### src/rtl/prog_timer.sv
// Programmable down-counting timer with run-time load value, prescaler,
// one-shot/periodic modes, stop/hold control and a live count readout.
module prog_timer #(
  parameter int WIDTH = 16,
  parameter int PRE_W = 8
) (
  input  logic             clk,
  input  logic             rstn,
  input  logic             start,
  input  logic             stop,
  input  logic             hold,
  input  logic             mode,
  input  logic [WIDTH-1:0] load_val,
  input  logic [PRE_W-1:0] prescale,
  output logic             busy,
  output logic             done,
  output logic [WIDTH-1:0] count,
  output logic             dbg_state
);

  typedef enum logic {
    IDLE = 1'b0,
    RUN  = 1'b1
  } state_t;

  state_t             state;
  logic [WIDTH-1:0]   load_r;
  logic [PRE_W-1:0]   pre_r;
  logic               mode_r;
  logic [PRE_W-1:0]   pre_cnt;

  // Control is level-sampled on every rising edge, no handshake: stop beats
  // start, start beats counting, and a start with load_val of zero is ignored.
  always_ff @(posedge clk or negedge rstn) begin
    if (!rstn) begin
      state   <= IDLE;
      load_r  <= '0;
      pre_r   <= '0;
      mode_r  <= 1'b0;
      pre_cnt <= '0;
      count   <= '0;
      busy    <= 1'b0;
      done    <= 1'b0;
    end else begin
      done <= 1'b0;
      if (stop) begin
        state   <= IDLE;
        busy    <= 1'b0;
        count   <= '0;
        pre_cnt <= '0;
      end else if (start && (load_val != '0)) begin
        load_r  <= load_val;
        pre_r   <= prescale;
        mode_r  <= mode;
        count   <= load_val;
        pre_cnt <= prescale;
        state   <= RUN;
        busy    <= 1'b1;
      end else if ((state == RUN) && !hold) begin
        if (pre_cnt != '0) begin
          pre_cnt <= pre_cnt - PRE_W'(1);
        end else if (count == WIDTH'(1)) begin
          // Expiry tick: periodic reloads with no gap cycle, one-shot parks at 0.
          done    <= 1'b1;
          pre_cnt <= pre_r;
          if (mode_r) begin
            count <= load_r;
          end else begin
            count <= '0;
            state <= IDLE;
            busy  <= 1'b0;
          end
        end else if (count != '0) begin
          count   <= count - WIDTH'(1);
          pre_cnt <= pre_r;
        end
      end
    end
  end

  assign dbg_state = (state == RUN);

endmodule

### config.mk
export PLATFORM = sky130hd
export DESIGN_NAME = prog_timer
export DESIGN_NICKNAME = d
export VERILOG_FILES = /design/src/rtl/prog_timer.sv
export SDC_FILE = /design/constraint.sdc
export NUM_CORES = 1
export LEC_CHECK = 0
export ABC_AREA = 0
export BUFFER_PORTS_ARGS = -buffer_cell sky130_fd_sc_hd__buf_2
export CELL_PAD_IN_SITES_DETAIL_PLACEMENT = 1
export CELL_PAD_IN_SITES_GLOBAL_PLACEMENT = 1
export CORE_MARGIN = 5
export CORE_UTILIZATION = 40
export CTS_BUF_LIST = sky130_fd_sc_hd__clkbuf_2 sky130_fd_sc_hd__clkbuf_4 sky130_fd_sc_hd__clkbuf_8
export CTS_CLUSTER_SIZE = 8
export DETAILED_ROUTE_END_ITERATION = 8
export PLACE_DENSITY = 0.86
export SYNTH_ARGS = -nofsm -noshare
export SYNTH_HDL_FRONTEND = slang
export SYNTH_SLANG_ARGS = --single-unit
### constraint.sdc
create_clock -name clk -period 2.3 [get_ports clk]
set_input_delay 0.345 -clock clk [delete_from_list [all_inputs] [get_ports clk]]
set_output_delay 0.345 -clock clk [all_outputs]
set_load 0.01 [all_outputs]
==> qor.csv, run 1 <==
stage,metric,value,unit
clocking,cts_buffers,5,
sta,worst_pin_slew,1100,ps
grt,grt_first_pass_wirelength,18400,um
sta,rsz0062_at_grt,true,
critical_path,cp_max_fo,5,
floorplan,core-area,7290,sq um
floorplan,fp.dieArea,9370,sq um
logic_synthesis,synth_fp_nets,385,
logic_synthesis,synth_mux_area_frac,0.0424,
routing,wl_met2,5510,um
status,outcome,finished with violations,
critical_path,startpoint,pre_cnt[2]$_DFFE_PN0P_,
critical_path,worstSetupPathType,reg -> reg,
clocking,cts_tree,done,
floorplan,fp.dieW,96.8,um
logic_synthesis,avgSynthCellArea,8.61,sq um
logic_synthesis,synth_xor_area_frac,0.0203,
logic_synthesis,synthFlopType,dfrtp_1,
routing,vias_per_cell,5.89,
clocking,clk_path_buf_depth,2,
logic_synthesis,synthSimpleGateAreaFrac,0.252,
grt,grt_pass1_vias,3529,
routing,ant_nets,0,
sta,max_freq,0.416,GHz
flow_run,maxCapViolCount,0,
sta,fin_skew,19.9,ps
logic_synthesis,synthCells,350,
sta,fin_ws,-106,ps
critical_path,endpoint_kind,register,
sta,layout_min_cycle_time,2410,ps
sta,setup_viol,22,
logic_synthesis,yosysSeqAreaShare,0.424,
routing,dr.max_layer_used,met4,
logic_synthesis,synthArstFlopShare,1.00,
critical_path,worst-r2r-cell-count,5,
logic_synthesis,synth_top_family_by_area,simple AND/OR/NAND/NOR gates,
grt,grt_overflow,0,
sta,holdWs,92.9,ps
logic_synthesis,synth_cell_type_count,57,
routing,vias,3167,
status,violations,setup timing,
hold_path,hold_path_class,in -> async,
logic_synthesis,yosysTopAreaCell,dfrtp_1,
clocking,cts_htree_levels,2,
finish,areaGrowthSynthToFinish,29.7,%
logic_synthesis,synth_edf_count,0,
logic_synthesis,synth_compound_area_frac,0.191,
critical_path,r2r-start,pre_cnt[2]$_DFFE_PN0P_,
logic_synthesis,ys.warnings.count,0,
logic_synthesis,synth_top_area_frac,0.424,
power_and_ir_drop,p_leak,1.92,nW
clocking,clk_pin_slew,110,ps
finish,nNetsFinal,474,
sta,slew_headroom,0.260,
finish,fillerInstances,906,
logic_synthesis,synth_area,3010,sq um
grt,antenna_found_initial,0,
critical_path,r2r_setup_slack,-110,ps
routing,wl_met1,4880,um
power_and_ir_drop,irDropWorstVdd,278,uV
floorplan,ios,49,
floorplan,dieHeight,96.8,um
routing,wl_met3,506,um
finish,register_area,1280,sq um
clocking,cts_root_buf,clkbuf_8,
finish,antennaDiodeCount,0,
clocking,cts_sinks,51,
routing,wire_per_inst,21.2,um
logic_synthesis,yosys.area_share.adder,0.0208,
critical_path,r2r_end,count[9]$_DFFE_PN0P_,
critical_path,startpoint_type,register,
critical_path,crit_path_end,count[9]$_DFFE_PN0P_,
routing,drt_iter0_drc,180,
routing,routed_wl,11400,um
logic_synthesis,synth_area_leaders,"dfrtp_1, nand2_1, a31oi_1",
sta,finalCritPeriodShare,1.05,
finish,final_util,0.536,
clocking,clk_latency,320,ps
critical_path,crit_arrival,2630,ps
grt,grt_max_degree,31,
power_and_ir_drop,power.density,678,nW/um^2
floorplan,initial_core_util,0.413,
placement,port_buffers,48,
placement,hpwl,7880,um
routing,post-route-drc-count,0,
placement,routabilityCongestion,0.917,
finish,drive_gt1_frac,0.312,
logic_synthesis,yosys.cell_count.top_type,nand2_1,
floorplan,num_rows,31,
critical_path,crit_required,2520,ps
grt,grt_util_all_layers,0.240,
logic_synthesis,yosys-top-cells-count,"nand2_1, dfrtp_1, o21ai_0",
finish,multi_input_area,1680,sq um
logic_synthesis,ys_ff_latch,51,
routing,drtPass1Iterations,4,
sta,final_hold_viol_count,0,
sta,slew_viol_final,0,
-- how the worst min path moves through the flow --
stage               from                      to  cells past startpoint
finish              rstn    count[5]$_DFFE_PN0P_                      1
global route        rstn    count[5]$_DFFE_PN0P_                      1
CTS                 rstn  load_r[10]$_DFFE_PN0P_                      1
detailed placement  rstn    count[3]$_DFFE_PN0P_                      1
global placement    rstn   load_r[3]$_DFFE_PN0P_                      1
floorplan           rstn    count[0]$_DFFE_PN0P_                      0
-- cell type report --
| class | instances | area share |
|---|---|---|
| clock buffers | 5 | 0.0176 |
| clock inverters | 2 | 0.00960 |
| inverters | 12 | 0.0115 |
| multi-input cells | 265 | 0.430 |
| flip-flops and latches | 51 | 0.327 |
| well taps | 99 | 0.0317 |
| repair buffers | 104 | 0.173 |
-- placed cells by master (no fill, tap or decap), drive strengths merged, types with 6 or more instances in the layout --
cell type and n:
a21oi 10, a31oi 15, and3 8, buf 104
dfrtp 51, inv 12, mux2 6, mux2i 6
nand2 84, nand3 6, nor2 11, nor3 11
nor4 9, o21ai 19, o2bb2ai 6, o31ai 6
-- critical path, stage by stage (launching register included) --
cell and delay (ps):
dfrtp_1 420, or4_4 530, or4b_4 570, a211o_4 370
a22o_1 240, o22a_1 170
-- kinds of logic (layout without fill, tap and decap cells) --
logic type / count (synthesis) / in the layout
flip-flops: 51 / 51
buffers and inverters: 35 / 123
multiplexers: 12 / 12
adder cells (fa/ha/maj): 5 / 5
AO/OA/AOI/OAI: 83 / 84
XOR/XNOR: 7 / 7
AND/OR/NAND/NOR: 157 / 157
-- metrics by stage --
stage,worst slack [ps],instance area (sq um),total power [mW],instances,TNS [ps]
3_5_place_dp,-124,3670,1.91,526,-1590
3_3_place_gp,-55.6,3670,1.86,526,-341
6_report,-106,3910,2.65,538,-1240
4_1_cts,-12.0,3860,2.60,536,-41.7
2_1_floorplan,-44.5,3010,1.56,350,-163
5_1_grt,-141,3910,2.78,538,-2460
-- state kept, by name (all words and copies together) (netlist names) --
register / flops
load_r: 16
mode_r: 1
count: 16
done: 1
dbg_state: 1
pre_r: 8
pre_cnt: 8
-- what timing repair did --
item                                    in CTS  in global routing
resized for setup                           13                 13
cloned                                       1                  0
buffers inserted                             2                  2
endpoints found under the setup margin      23                 25
pin swaps                                    1                  4
hold endpoints to repair                     0                  0
hold buffers                                 0                  0
-- layer usage --
metal  global-route usage  vias up
met3               0.0403       46
met2                0.395      119
met1                0.298     1569
met4                0.134        0
met5                    0        -
li1                     -     1433
-- where the power goes --
group,internal (mW),leakage (nW),total [mW],switching [mW]
Combinational,0.394,1.23,0.885,0.491
Clock,0.319,0.0502,0.640,0.321
Sequential,1.01,0.642,1.12,0.115
Total,1.72,1.92,2.65,0.928
Note: power is estimated with default switching activity, not from simulation.
==> inputs of run 2 (changes only) <==
- REMOVE_ABC_BUFFERS: unset -> 1
==> run 2 against run 1 <==
Effect of this change: the flow finishes with violations (hold timing, setup timing); count of clock-buffer cells in the layout increased by 3; final area down 1.7%; combinational power down 3.6%; sequential power barely moved; hold slack worse by 93 ps; register-to-register slack about the same; largest power group unchanged; utilization is 0.91 points lower; global-route usage is 1.8 points lower; via count decreased by 2.3%; clock skew is 14 ps lower; flip-flop and latch count unchanged; maximum frequency fell by 0.36%.
==> qor.csv, run 2 (same netlist as run 1, synthesis figures left out) <==
stage,metric,value,unit
hold_path,hold_path_class,in -> async,
routing,vias,3095,
critical_path,crit_required,2500,ps
sta,worst_pin_slew,1010,ps
finish,drive_gt1_frac,0.280,
routing,routed_wl,10300,um
finish,largest_registers,"count x16, load_r x16",
routing,dr.max_layer_used,met4,
status,outcome,finished with violations,
routing,wl_met1,4180,um
sta,layout_min_cycle_time,2410,ps
routing,wl_met2,5410,um
placement,port_buffers,48,
finish,stdcell_area,3840,sq um
routing,wire_per_inst,19.7,um
placement,placed_area,3610,sq um
routing,drt_iter0_drc,179,
sta,fin_ws,-115,ps
clocking,clk_latency,310,ps
grt,grt_pass1_vias,3303,
grt,antenna_found_initial,0,
sta,fin_skew,5.61,ps
sta,holdWs,-0.443,ps
grt,grt_overflow,0,
critical_path,startpoint_type,register,
sta,slew_viol_final,0,
grt,grt_first_pass_wirelength,17000,um
finish,areaGrowthSynthToFinish,27.5,%
power_and_ir_drop,power.density,670,nW/um^2
routing,post-route-drc-count,0,
floorplan,num_rows,31,
finish,layout_commonest_cell,nand2_1,
floorplan,ios,49,
placement,hpwl,7280,um
status,violations,"hold timing, setup timing",
sta,max_freq,0.414,GHz
placement,routabilityCongestion,0.866,
routing,ant_nets,0,
routing,drtPass1Iterations,5,
finish,nNetsFinal,459,
sta,final_hold_viol_count,4,
clocking,cts_htree_levels,2,
grt,grt_util_all_layers,0.222,
critical_path,cpPeakStageDelay,610,ps
critical_path,critPathBufInv,1,
floorplan,initial_core_util,0.413,
routing,wl_met3,512,um
grt,grt_max_degree,52,
critical_path,endpoint_kind,register,
floorplan,dieHeight,96.8,um
critical_path,worstSetupPathType,reg -> reg,
critical_path,cpMaxStageDelayCell,or4b_4,
finish,fillerInstances,893,
sta,finalCritPeriodShare,1.05,
sta,fin_setup_tns,-1210,ps
finish,mostFrequentLayoutCells,"nand2_1, dfrtp_1, buf_2",
clocking,cts_hold_buf,0,
clocking,cts_tree,done,
routing,vias_per_cell,5.91,
sta,rsz0062_at_grt,true,
flow_run,maxCapViolCount,0,
floorplan,fp.dieW,96.8,um
sta,setup_viol,23,
floorplan,fp.dieArea,9370,sq um
clocking,clk_path_buf_depth,2,
clocking,cts_buffers,5,
floorplan,core-area,7290,sq um
power_and_ir_drop,p_leak,1.88,nW
critical_path,crit_arrival,2620,ps
power_and_ir_drop,irDropWorstVdd,277,uV
clocking,cts_sinks,51,
finish,antennaDiodeCount,0,
critical_path,cp_max_fo,6,
critical_path,cp_top_family,simple AND/OR/NAND/NOR gates,
clocking,cts_root_buf,clkbuf_8,
sta,slew_headroom,0.321,
clocking,clk_pin_slew,90,ps
critical_path,path_cells,or4_4 > or4b_4 > bufbuf_16 > mux2i_1 > o2bb2ai_1 > mux2_2,
[run 2: worst paths after layout]
kind	startpoint	end	slack (ps)	cells after the start
setup / recovery	pre_cnt[3]$_DFFE_PN0P_	pre_cnt[3]$_DFFE_PN0P_	-110	6
hold / removal	rstn	mode_r$_DFFE_PN0P_	-0.4	2
setup reg to reg	pre_cnt[3]$_DFFE_PN0P_	pre_cnt[3]$_DFFE_PN0P_	-110	6
hold reg to reg	load_r[4]$_DFFE_PN0P_	load_r[4]$_DFFE_PN0P_	470	2
max in group asynchronous	rstn	count[9]$_DFFE_PN0P_	2040	2
min in group clk	mode	mode_r$_DFFE_PN0P_	220	3
[run 2: where the power goes]
part | internal, mW | switching [mW]
Sequential | 1.01 | 0.117
Combinational | 0.404 | 0.449
Clock | 0.287 | 0.311
Total | 1.70 | 0.877
[run 2: area by class of cell]
cell class,count,area (sq um),share of cell area
Tap cell,99,124,0.0322
Inverter,12,45.0,0.0117
Timing Repair Buffer,90,626,0.163
Sequential cell,51,1280,0.332
Multi-Input combinational cell,264,1670,0.434
Clock buffer,8,104,0.0270
[run 2: per-stage QoR]
stage                     power (mW)  hold WS [ps]   util  worst slack [ps]  cells
after global routing            2.72          13.3  0.527              -165    524
after CTS                       2.55          18.3  0.522             -52.9    524
final                           2.58        -0.443  0.527              -115    524
after detailed placement        1.89           362  0.495              -162    513
after floorplan                 1.54          49.4      -              -406    327
after global placement          1.84           360  0.495             -95.8    513
[run 2: per-layer routing]
metal,track usage,vias to the layer above
met5,0,-
met4,0.0756,0
met3,0.0388,27
met2,0.396,109
met1,0.268,1548
li1,-,1411
[run 2: what timing repair did]
item,CTS,global route
resized for setup,11,9
setup endpoints to repair,24,24
cloned,1,0
pin swaps,3,2
setup buffers,2,0
==> inputs of run 3 (changes only) <==
- GPL_TIMING_DRIVEN: unset -> 0
==> run 3 against run 2 <==
Effect of this change: the flow finishes with violations (setup timing); global-route usage is 0.84 points higher; wire length is 6.1% higher; power is 0.69% higher; die area stayed put; critical path depth is 1 higher; sequential power is 4% higher; largest cell class unchanged; highest routed layer unchanged.
==> qor.csv, run 3 (same netlist as run 1, synthesis figures left out) <==
stage,metric,value,unit
power_and_ir_drop,total_power,2.59,mW
critical_path,startpoint_type,register,
clocking,cts_htree_levels,2,
floorplan,fp.dieW,96.8,um
sta,worst_pin_slew,711,ps
grt,grt_first_pass_wirelength,17500,um
critical_path,worstSetupPathType,reg -> reg,
grt,grt_overflow,0,
grt,grt_util_all_layers,0.230,
sta,layout_min_cycle_time,2420,ps
finish,antennaDiodeCount,0,
floorplan,dieHeight,96.8,um
routing,wl_met3,759,um
placement,routabilityCongestion,0.873,
finish,largest_registers,"count x16, load_r x16",
sta,fin_skew,14.9,ps
routing,wl_met2,5500,um
routing,drtPass1Iterations,4,
power_and_ir_drop,p_leak,1.77,nW
status,outcome,finished with violations,
grt,grt_max_degree,52,
flow_run,maxCapViolCount,0,
clocking,clk_path_buf_depth,2,
placement,port_buffers,48,
finish,areaGrowthSynthToFinish,26.7,%
routing,vias,3070,
routing,wl_met1,4490,um
finish,mostFrequentLayoutCells,"nand2_1, dfrtp_1, buf_2",
critical_path,crit_arrival,2630,ps
power_and_ir_drop,power.density,679,nW/um^2
routing,wire_per_inst,21.9,um
clocking,clk_pin_slew,100,ps
sta,holdWs,238,ps
sta,setup_viol,22,
clocking,clk_latency,320,ps
routing,ant_nets,0,
routing,vias_per_cell,6.13,
routing,dr.max_layer_used,met4,
floorplan,fp.dieArea,9370,sq um
floorplan,core-area,7290,sq um
floorplan,ios,49,
sta,final_hold_viol_count,0,
clocking,cts_root_buf,clkbuf_8,
routing,routed_wl,11000,um
sta,finalCritPeriodShare,1.05,
clocking,cts_sinks,51,
clocking,cts_buffers,5,
power_and_ir_drop,irDropWorstVdd,306,uV
placement,place_worst_setup_slack,-1040,ps
clocking,cts_tree,done,
sta,slew_headroom,0.526,
routing,drt_iter0_drc,192,
sta,rsz0062_at_grt,true,
sta,fin_ws,-117,ps
floorplan,num_rows,31,
critical_path,crit_required,2510,ps
critical_path,endpoint_kind,register,
hold_path,hold_path_class,in -> reg,
grt,antenna_found_initial,0,
finish,layout_commonest_cell,nand2_1,
status,violations,setup timing,
floorplan,initial_core_util,0.413,
grt,grt_pass1_vias,3347,
sta,max_freq,0.414,GHz
sta,slew_viol_final,0,
sta,fin_setup_tns,-1280,ps
finish,drive_gt1_frac,0.289,
placement,hpwl,6390,um
critical_path,cp_max_fo,7,
finish,nNetsFinal,436,
routing,post-route-drc-count,0,
run 3: changes by cell type in the layout (fill, tap and decap cells not counted), moves of 3 or more:
cell     before  now
nor3_1       11    3
nor4_4        1    4
o31ai_2       0    3
buf_4        37    9
buf_6         0    3
o31ai_1       6    3
nor3_2        0    7
nor2_2        0    3
run 3: metrics by stage:
stage | cells | area [sq um] | util
after global placement | 474 | 3270 | 0.449
final | 501 | 3820 | 0.524
after detailed placement | 475 | 3310 | 0.454
after floorplan | 327 | 2910 | -
after CTS | 495 | 3680 | 0.505
after global routing | 501 | 3820 | 0.524
run 3: critical path, cell delays in order (launching register included):
cell,delay (ps)
dfrtp_2,430
or4_4,520
or4b_4,580
a211oi_4,240
buf_6,170
buf_8,140
nor3_4,40
a31oi_1,210
run 3: what timing repair did:
item	in CTS	in global routing
gates cloned	2	1
endpoints found under the hold margin	0	12
hold buffers	0	1
buffers inserted	10	4
gates resized for setup	42	18
pin swaps	7	9
endpoints found under the setup margin	51	25
run 3: final timing paths:
check | to | cells after the start | slack [ps] | from
max | count[5]$_DFFE_PN0P_ | 7 | -120 | pre_cnt[2]$_DFFE_PN0P_
min | pre_r[7]$_DFFE_PN0P_ | 3 | 240 | prescale[7]
max reg2reg | count[5]$_DFFE_PN0P_ | 7 | -120 | pre_cnt[2]$_DFFE_PN0P_
min reg2reg | load_r[1]$_DFFE_PN0P_ | 2 | 480 | load_r[1]$_DFFE_PN0P_
max in group asynchronous | pre_cnt[2]$_DFFE_PN0P_ | 3 | 1290 | rstn
min in group asynchronous | count[10]$_DFFE_PN0P_ | 2 | 450 | rstn
run 3: power breakdown:
part	switching [mW]	leakage [nW]	internal, mW	total, mW
sequential	0.157	0.641	1.01	1.17
combinational	0.451	1.08	0.362	0.813
clock	0.328	0.0549	0.288	0.616
total	0.936	1.77	1.66	2.59
run 3: layout make-up:
class / count / area, sq um
Tap cell: 99 / 124
Clock buffer: 8 / 104
Multi-Input combinational cell: 266 / 1840
Fill cell: 891 / 3470
Sequential cell: 51 / 1280
Inverter: 12 / 45.0
Timing Repair Buffer: 65 / 429
run 3: layer usage:
metal | vias up | track usage
met3 | 21 | 0.0417
met2 | 118 | 0.390
li1 | 1364 | -
met5 | - | 0
met4 | 0 | 0.0983
met1 | 1567 | 0.288
